**config.mk**
```make
export PLATFORM = sky130hd
export DESIGN_NAME = smooth_ctrl
export DESIGN_NICKNAME = d
export VERILOG_FILES = /design/src/rtl/smooth_ctrl.sv
export SDC_FILE = /design/constraint.sdc
export NUM_CORES = 1
export LEC_CHECK = 0
export ABC_CLOCK_PERIOD_IN_PS = 2500
export CAP_MARGIN = 0
export CORE_ASPECT_RATIO = 1.5
export CORE_MARGIN = 5
export CORE_UTILIZATION = 50
export CTS_BUF_LIST = sky130_fd_sc_hd__clkbuf_8 sky130_fd_sc_hd__clkbuf_16
export CTS_CLUSTER_SIZE = 25
export DETAILED_ROUTE_END_ITERATION = 7
export MAX_ROUTING_LAYER = met4
export PLACE_DENSITY_LB_ADDON = 0.2
export SYNTH_ARGS = -nofsm -noshare
export SYNTH_HDL_FRONTEND = slang
export SYNTH_SLANG_ARGS = --single-unit
```
**constraint.sdc**
```tcl
create_clock -name clk_in -period 2.5 [get_ports clk_in]
set_input_delay 0.375 -clock clk_in [delete_from_list [all_inputs] [get_ports clk_in]]
set_output_delay 0.375 -clock clk_in [all_outputs]
set_load 0.01 [all_outputs]
```
**src/rtl/smooth_ctrl.sv**
```systemverilog
// Frame sequencer for the 3x3 smoothing datapath: drives the line-buffer shift enable,
// flushes the window after the last line and tracks output valid, coordinates and status.
module smooth_ctrl #(
  parameter int unsigned H_ACTIVE = 1280,
  parameter int unsigned V_ACTIVE = 1024,
  parameter int unsigned XW       = 11,
  parameter int unsigned YW       = 11,
  parameter int unsigned PIPE_LAT = 3
) (
  input  logic          clk_in,
  input  logic          rst,
  input  logic          ifstart,
  input  logic          ivalid,
  output logic          buf_clken,
  output logic          pad_sel,
  output logic          odata_valid,
  output logic          oborder,
  output logic [XW-1:0] ox,
  output logic [YW-1:0] oy,
  output logic          oframe_done,
  output logic          oerr_restart,
  output logic          oerr_overrun,
  output logic          busy
);

  localparam int unsigned NumPix = H_ACTIVE * V_ACTIVE;
  localparam int unsigned CW     = $clog2(NumPix + PIPE_LAT + 1);

  localparam logic [CW-1:0] CntPrimeEnd = CW'(H_ACTIVE);
  localparam logic [CW-1:0] CntRunEnd   = CW'(NumPix - 1);
  localparam logic [CW-1:0] CntFlushEnd = CW'(H_ACTIVE);
  localparam logic [CW-1:0] CntDrainEnd = CW'(PIPE_LAT - 1);
  localparam logic [XW-1:0] XMax        = XW'(H_ACTIVE - 1);
  localparam logic [YW-1:0] YMax        = YW'(V_ACTIVE - 1);

  typedef enum logic [2:0] {StIdle, StPrime, StRun, StFlush, StDrain} state_e;

  state_e              state_q, state_d;
  logic [CW-1:0]       cnt_q, cnt_d;
  logic [PIPE_LAT-1:0] vpipe_q, vpipe_d;
  logic [XW-1:0]       ox_d;
  logic [YW-1:0]       oy_d;
  logic                launch, restart, overrun, vld_next, border_d, done_d;

  // cnt_q holds the accepted-pixel index in PRIME/RUN, and the cycle index in FLUSH/DRAIN.
  always_comb begin
    state_d   = state_q;
    cnt_d     = cnt_q;
    buf_clken = 1'b0;
    pad_sel   = 1'b0;
    launch    = 1'b0;
    restart   = 1'b0;
    overrun   = 1'b0;
    if (ifstart) begin
      restart   = (state_q != StIdle);
      state_d   = StPrime;
      buf_clken = ivalid;
      cnt_d     = ivalid ? CW'(1) : '0;
    end else begin
      unique case (state_q)
        StIdle: ;
        StPrime: begin
          if (ivalid) begin
            buf_clken = 1'b1;
            cnt_d     = cnt_q + CW'(1);
            if (cnt_q == CntPrimeEnd) state_d = StRun;
          end
        end
        StRun: begin
          if (ivalid) begin
            buf_clken = 1'b1;
            launch    = 1'b1;
            cnt_d     = cnt_q + CW'(1);
            if (cnt_q == CntRunEnd) begin
              state_d = StFlush;
              cnt_d   = '0;
            end
          end
        end
        StFlush: begin
          buf_clken = 1'b1;
          pad_sel   = 1'b1;
          launch    = 1'b1;
          overrun   = ivalid;
          cnt_d     = cnt_q + CW'(1);
          if (cnt_q == CntFlushEnd) begin
            state_d = StDrain;
            cnt_d   = '0;
          end
        end
        StDrain: begin
          overrun = ivalid;
          cnt_d   = cnt_q + CW'(1);
          if (cnt_q == CntDrainEnd) begin
            state_d = StIdle;
            cnt_d   = '0;
          end
        end
        default: state_d = StIdle;
      endcase
    end
  end

  // Output coordinates name the next output; they advance once its valid has been shown.
  always_comb begin
    vpipe_d    = '0;
    vpipe_d[0] = launch;
    for (int unsigned i = 1; i < PIPE_LAT; i++) vpipe_d[i] = vpipe_q[i-1];
    ox_d = ox;
    oy_d = oy;
    if (odata_valid) begin
      if (ox == XMax) begin
        ox_d = '0;
        oy_d = (oy == YMax) ? '0 : oy + YW'(1);
      end else begin
        ox_d = ox + XW'(1);
      end
    end
    if (ifstart) begin
      vpipe_d = '0;
      ox_d    = '0;
      oy_d    = '0;
    end
    vld_next = vpipe_d[PIPE_LAT-1];
    border_d = vld_next & ((ox_d == '0) | (ox_d == XMax) | (oy_d == '0) | (oy_d == YMax));
    done_d   = vld_next & (ox_d == XMax) & (oy_d == YMax);
  end

  always_ff @(posedge clk_in) begin
    if (rst) begin
      state_q      <= StIdle;
      cnt_q        <= '0;
      vpipe_q      <= '0;
      ox           <= '0;
      oy           <= '0;
      oborder      <= 1'b0;
      oframe_done  <= 1'b0;
      oerr_restart <= 1'b0;
      oerr_overrun <= 1'b0;
    end else begin
      state_q      <= state_d;
      cnt_q        <= cnt_d;
      vpipe_q      <= vpipe_d;
      ox           <= ox_d;
      oy           <= oy_d;
      oborder      <= border_d;
      oframe_done  <= done_d;
      oerr_restart <= restart;
      oerr_overrun <= overrun;
    end
  end

  assign odata_valid = vpipe_q[PIPE_LAT-1];
  assign busy        = (state_q != StIdle);

endmodule

```
==> results.sh, run 1 <==
export IMPL_yosysTopAreaCell="dfxtp_1"
export IMPL_final_cell_area_um2=3755
export IMPL_ys_ff_latch=53
export IMPL_synth_area_top_cells="dfxtp_1 34%, nor2_1 6.7%, xnor2_1 4.5%"
export IMPL_crit_chain="or3b_1, or4_1, or3_4, a211oi_2, nor4b_2, nand4_1, a31oi_1"
export IMPL_clock_skew_ps=11.78
export IMPL_layout_commonest_cell="nor2_1"
export IMPL_grt_pass1_vias=3085
export IMPL_clock_root_buffer="clkbuf_8"
export IMPL_cts_buffers=5
export IMPL_layout_drive_gt1_share_pct=11.41
export IMPL_report_final_hold_viol_count=0
export IMPL_tritoncts="yes"
export IMPL_post_route_min_period_ps=2372
export IMPL_diodes=0
export IMPL_timing_rr_start="ox[8]"
export IMPL_synth_top_area_share_pct=34.06
export IMPL_io_pins=34
export IMPL_antenna_found_initial=0
export IMPL_core_um2=6087
export IMPL_fp_row_count=35
export IMPL_drc_errors=0
export IMPL_layout_setup_ws_ps=128.2
export IMPL_clk_latency_ps=300
export IMPL_crit_cells=7
export IMPL_status="finished, final reports clean"
export IMPL_path_clk_slew_ps=100
export IMPL_fp_dieW_um=74.45
export IMPL_worstMarginPinSlew_ps=553.9
export IMPL_die_h_um=106.7
export IMPL_synthArstFlopShare_pct=0
export IMPL_synthFlopType="dfxtp_1"
export IMPL_timing_critical_path_buf_inv=0
export IMPL_setup_worst_path_start="ox[8]"
export IMPL_synth_seq_area_share_pct=34.06
export IMPL_vias=3136
export IMPL_wire_per_inst_um=15.93
export IMPL_grt_pass1_wl_mm=14.03
export IMPL_setup_viol=0
export IMPL_r2r_cells=7
export IMPL_grt_ovfl_total=0
export IMPL_drtAntennaViolNets=0
export IMPL_drt_wl_total_mm=8.297
export IMPL_fin_crit_sh_pct=94.87
export IMPL_syn_instance_count=401
export IMPL_synth_area_um2=3115
export IMPL_dp_worst_setup_slack_ps=101.6
export IMPL_drt_iter0_drc=213
export IMPL_grt_busiest_layer="met2"
export IMPL_grt_max_degree=23
export IMPL_cts_sinks=53
export IMPL_place_area_um2=3659
export IMPL_synth_edf_count=0
export IMPL_critPathCapture="oborder"
export IMPL_avgViaCountPerCell=6.019
export IMPL_end_kind="flip-flop"
export IMPL_criticalPathCategory="reg2reg"
export IMPL_areaGrowthSynthToFinish_pct=20.52
export IMPL_peakVddDrop_mv=0.4032
export IMPL_power_leakage_nw=1.246
export IMPL_grt_util_all_layers_pct=22.55
export IMPL_fill_cells=564
export IMPL_multi_input_area_um2=1912
export IMPL_yosysUniqueCellTypes=59
export IMPL_ff_latch_area_um2=1064
export IMPL_crit_family="simple AND/OR/NAND/NOR gates"
export IMPL_cts_buffer_depth=2
export IMPL_cts_hold_buf=0
export IMPL_maxCapViolCount=0
export IMPL_portBuffers=33
export IMPL_cp_required_ps=2730
export IMPL_max_clock_freq_mhz=421.6
export IMPL_cts_max_level=2
export IMPL_syn_nets=410
export IMPL_arrival_ps=2600
export IMPL_grtUsageMet3_pct=3.659
export IMPL_utilization_pct=61.69
export IMPL_die_area_um2=7942
export IMPL_final_cell_mix="56 x nor2_1, 51 x dfxtp_1, 34 x nand2_1"
export IMPL_startpoint_type="flip-flop"
export IMPL_dr_pass1_iters=4
export IMPL_slowest_stage="or3b_1"
export IMPL_relSlewSlack_pct=62.94
export IMPL_avgSynthCellArea_um2=7.769
export IMPL_met1_usage_pct=24.46
export IMPL_post_dp_hpwl_mm=6.229
export IMPL_grt_use_met2_pct=38.93
export IMPL_min_path_type="reg2reg"
export IMPL_setup_tns_ps=0
export IMPL_slew_viol_final=0
export IMPL_r2r_setup_slack_ps=130
export IMPL_p_per_area_nw_per_um2=371.0
export IMPL_crit_path_max_incr_delay_ps=500
export IMPL_timing_rr_end="oborder"
export IMPL_place_gp_congestion=0.8808
export IMPL_yosys_warnings=0
export IMPL_fin_nets=455
export IMPL_path_max_fanout=8
export IMPL_start_util_pct=51.18
-- report_power, final --
| group | internal [mW] | total, mW | switching, mW |
|---|---|---|---|
| logic | 0.0296 | 0.0782 | 0.0485 |
| clock network | 0.191 | 0.462 | 0.271 |
| registers | 0.847 | 0.853 | 0.00568 |
-- how the worst min path moves through the flow --
stage / startpoint / endpoint / slack, ps / cells after the start
5_1_grt: vpipe_q[0] / vpipe_q[1] / 490 / 1
4_1_cts: vpipe_q[0] / vpipe_q[1] / 460 / 1
3_3_place_gp: vpipe_q[0] / vpipe_q[1] / 430 / 1
2_1_floorplan: vpipe_q[0] / vpipe_q[1] / 410 / 1
6_report: vpipe_q[0] / vpipe_q[1] / 450 / 1
3_5_place_dp: vpipe_q[0] / vpipe_q[1] / 430 / 1
-- stage by stage --
stage / power [mW] / cells / hold slack [ps]
3_3_place_gp: 0.9486 / 512 / 433.9
4_1_cts: 1.419 / 520 / 463.0
5_1_grt: 1.462 / 521 / 486.7
3_5_place_dp: 0.9497 / 512 / 430.1
2_1_floorplan: 0.9144 / 401 / 405.7
6_report: 1.393 / 521 / 452.0
-- registers in the layout, summed over array words and instances, names as in the netlist --
register and flops:
cnt_q 21, ox 11, oy 11, state_q 3, vpipe_q 3, oborder 1
oerr_overrun 1, oerr_restart 1, oframe_done 1
-- routing by layer --
layer / up-vias / routed length [µm] / part of all wire, %
met3: 35 / 438 / 5.3
met1: 1468 / 3260 / 39
met5: - / 0 / 0
met2: 95 / 4236 / 51
li1: 1538 / - / -
met4: 0 / 362 / 4.4
-- cell type report --
cell class / instances / area share [%]
timing repair buffer: 65 / 15.19
clock buffer: 5 / 1.833
sequential: 53 / 28.32
multi-input combinational: 312 / 50.92
tap: 74 / 2.466
inverter: 9 / 0.8997
clock inverter: 3 / 0.3665
-- Yosys cell counts, types with 4 or more instances --
cell,number
a21oi_1,17
a31oi_1,6
and2_1,8
and3_1,7
and4_1,5
buf_2,4
clkbuf_1,19
dfxtp_1,53
ha_1,5
inv_1,9
mux2i_1,4
nand2_1,34
nand3_1,19
nand4_1,13
nor2_1,56
nor2b_1,7
nor3_1,15
nor3b_1,4
nor4_1,10
o21ai_0,12
o22ai_1,4
o311ai_0,4
o31ai_1,4
or3_1,6
xnor2_1,16
xor2_1,11
-- repair_timing --
item,in CTS,in global routing
setup endpoints to repair,0,2
gates resized for setup,0,4
buffers inserted,0,1
-- logic make-up (layout without fill, tap and decap cells) --
kind of cell,count (synthesis),in the layout,share of synthesized area (%)
XOR/XNOR,27,27,7.590
adder cells (fa/ha/maj),6,6,2.329
flip-flops,53,53,34.06
AO/OA/AOI/OAI,68,68,14.70
multiplexers,4,4,1.285
buffers and inverters,36,82,4.739
AND/OR/NAND/NOR,207,207,35.30
(Power assumes the default switching activity.)
==> inputs of run 2 (changes only) <==
Settings changed: CORE_MARGIN 5 to 1, HOLD_SLACK_MARGIN from default to 0.03, SETUP_SLACK_MARGIN from default to 0.05.
==> run 2 against run 1 <==
  * Final cell count decreased by 0.19%
  * Register-to-register slack better by 50 ps
  * Global-route usage rose by 5.4 points
  * Sequential share of layout area fell by 0.075 points
  * Non-clock buffer count up 1
  * Sequential power barely moved
  * Worst setup slack better by 54 ps
  * Fmax grew 2.3%
  * Core utilization grew 2.0 points
  * First-iteration DRC count increased by 7.0%
  * Die area down 17%
  * Critical path depth rose by 2
  * Critical endpoint unchanged
==> results.sh, run 2 (synthesis gave the netlist of run 1 again) <==
export IMPL_status="finished, final reports clean"
export IMPL_wire_per_inst_um=15.88
export IMPL_cts_max_level=2
export IMPL_finalPower_mw=1.402
export IMPL_vias=3154
export IMPL_power_switching_uw=336.8
export IMPL_pwr_share_clk_pct=33.5
export IMPL_clk_latency_ps=310
export IMPL_placed_cells=510
export IMPL_dr_pass1_iters=7
export IMPL_place_gp_congestion=0.9433
export IMPL_avgViaCountPerCell=6.065
export IMPL_min_path_type="reg2reg"
export IMPL_diodes=0
export IMPL_path_clk_slew_ps=100
export IMPL_layout_drive_gt1_share_pct=11.61
export IMPL_layout_commonest_cell="nor2_1"
export IMPL_fin_nets=456
export IMPL_rsz0062_at_grt="true"
export IMPL_cts_sinks=53
export IMPL_reg_top3="cnt_q (21), ox (11), oy (11)"
export IMPL_crit_chain="ha_2, nand4_1, nor4_1, buf_4, a311o_1, buf_4, a21boi_0, nand4_1, a31oi_1"
export IMPL_relSlewSlack_pct=63.74
export IMPL_cp_required_ps=2740
export IMPL_cts_buffers=5
export IMPL_pwr_share_comb_pct=5.7
export IMPL_tritoncts="yes"
export IMPL_fp_row_count=34
export IMPL_path_max_fanout=6
export IMPL_drc_errors=0
export IMPL_power_switching_share_pct=24.02
export IMPL_grt_util_all_layers_pct=27.96
export IMPL_startpoint_type="flip-flop"
export IMPL_fp_dieW_um=66.45
export IMPL_arrival_ps=2560
export IMPL_final_cell_mix="55 x nor2_1, 51 x dfxtp_1, 34 x nand2_1"
export IMPL_final_cell_area_um2=3765
export IMPL_timing_critical_path_buf_inv=2
export IMPL_drtAntennaViolNets=0
export IMPL_peakVddDrop_mv=0.2881
export IMPL_die_h_um=98.68
export IMPL_portBuffers=33
export IMPL_areaGrowthSynthToFinish_pct=20.84
export IMPL_antenna_found_initial=0
export IMPL_slowest_stage="dfxtp_2"
export IMPL_maxCapViolCount=0
export IMPL_internal_power_mw=1.066
export IMPL_crit_family="simple AND/OR/NAND/NOR gates"
export IMPL_post_route_min_period_ps=2318
export IMPL_timing_rr_start="ox[1]"
export IMPL_place_area_um2=3656
export IMPL_max_clock_freq_mhz=431.5
export IMPL_io_pins=34
export IMPL_p_per_area_nw_per_um2=372.5
export IMPL_regMostFlops="cnt_q"
export IMPL_setup_tns_ps=0
export IMPL_hp_start="vpipe_q[0]"
export IMPL_core_um2=5913
export IMPL_crit_path_max_incr_delay_ps=360
export IMPL_criticalPathCategory="reg2reg"
export IMPL_grt_max_degree=23
export IMPL_fin_crit_sh_pct=92.71
export IMPL_setup_viol=0
export IMPL_post_dp_hpwl_mm=6.057
export IMPL_cts_buffer_depth=2
export IMPL_report_final_hold_viol_count=0
export IMPL_fin_hold_ws_ps=440.6
export IMPL_clock_skew_ps=12.11
export IMPL_clock_root_buffer="clkbuf_8"
export IMPL_slew_viol_final=0
export IMPL_fin_cells=520
export IMPL_drt_iter0_drc=228
export IMPL_start_util_pct=52.69
export IMPL_grt_ovfl_total=0
export IMPL_power_frac_seq_pct=60.8
export IMPL_setup_worst_path_start="ox[1]"
export IMPL_largest_reg_flops=21
export IMPL_die_area_um2=6557
export IMPL_grt_pass1_wl_mm=13.90
export IMPL_power_leakage_nw=1.259
export IMPL_drt_wl_total_mm=8.258
export IMPL_end_kind="flip-flop"
export IMPL_cts_hold_buf=0
export IMPL_grt_pass1_vias=2991
export IMPL_worstMarginPinSlew_ps=541.9
==> run 2: repair_timing <==
action                                  4_1_cts  5_1_grt
endpoints found under the setup margin        0       15
gates resized for setup                       0        5
buffers inserted                              0        2
endpoints found under the hold margin         0        0
==> run 2: metrics by stage <==
stage	util, %	setup slack [ps]
5_1_grt	63.67	32.48
3_3_place_gp	61.83	161.3
6_report	63.67	182.3
3_5_place_dp	61.83	101.9
2_1_floorplan	-	21.11
4_1_cts	63.18	113.6
==> run 2: power groups by stage <==
stage	Clock [mW]	Sequential [mW]	Combinational, mW
6_report	0.470	0.853	0.0796
5_1_grt	0.515	0.854	0.0872
4_1_cts	0.487	0.853	0.0789
3_5_place_dp	0	0.873	0.0787
3_3_place_gp	0	0.872	0.0777
2_1_floorplan	0	0.869	0.0454
==> run 2: path summary, 6_finish.rpt <==
path	slack [ps]	depth (start not counted)	end
max reg2reg	180	9	oborder
min	440	1	vpipe_q[1]
max	180	9	oborder
min reg2reg	440	1	vpipe_q[1]
==> run 2: layout make-up <==
type,count,area (µm²)
clock inverters,3,11.26
repair buffers,66,578.1
inverters,9,33.78
flip-flops and latches,53,1064
clock buffers,5,68.82
well taps,72,90.09
multi-input cells,312,1919
fillers,533,2148
==> run 2: routing by layer <==
metal / wire (µm) / part of all wire, % / global-route usage, % / up-vias
li1: - / - / - / 1541
met1: 3373 / 41 / 31.01 / 1484
met2: 4319 / 52 / 48.67 / 102
met3: 297 / 3.6 / 4.051 / 27
met4: 268 / 3.2 / 11.62 / 0
met5: 0 / 0 / - / -
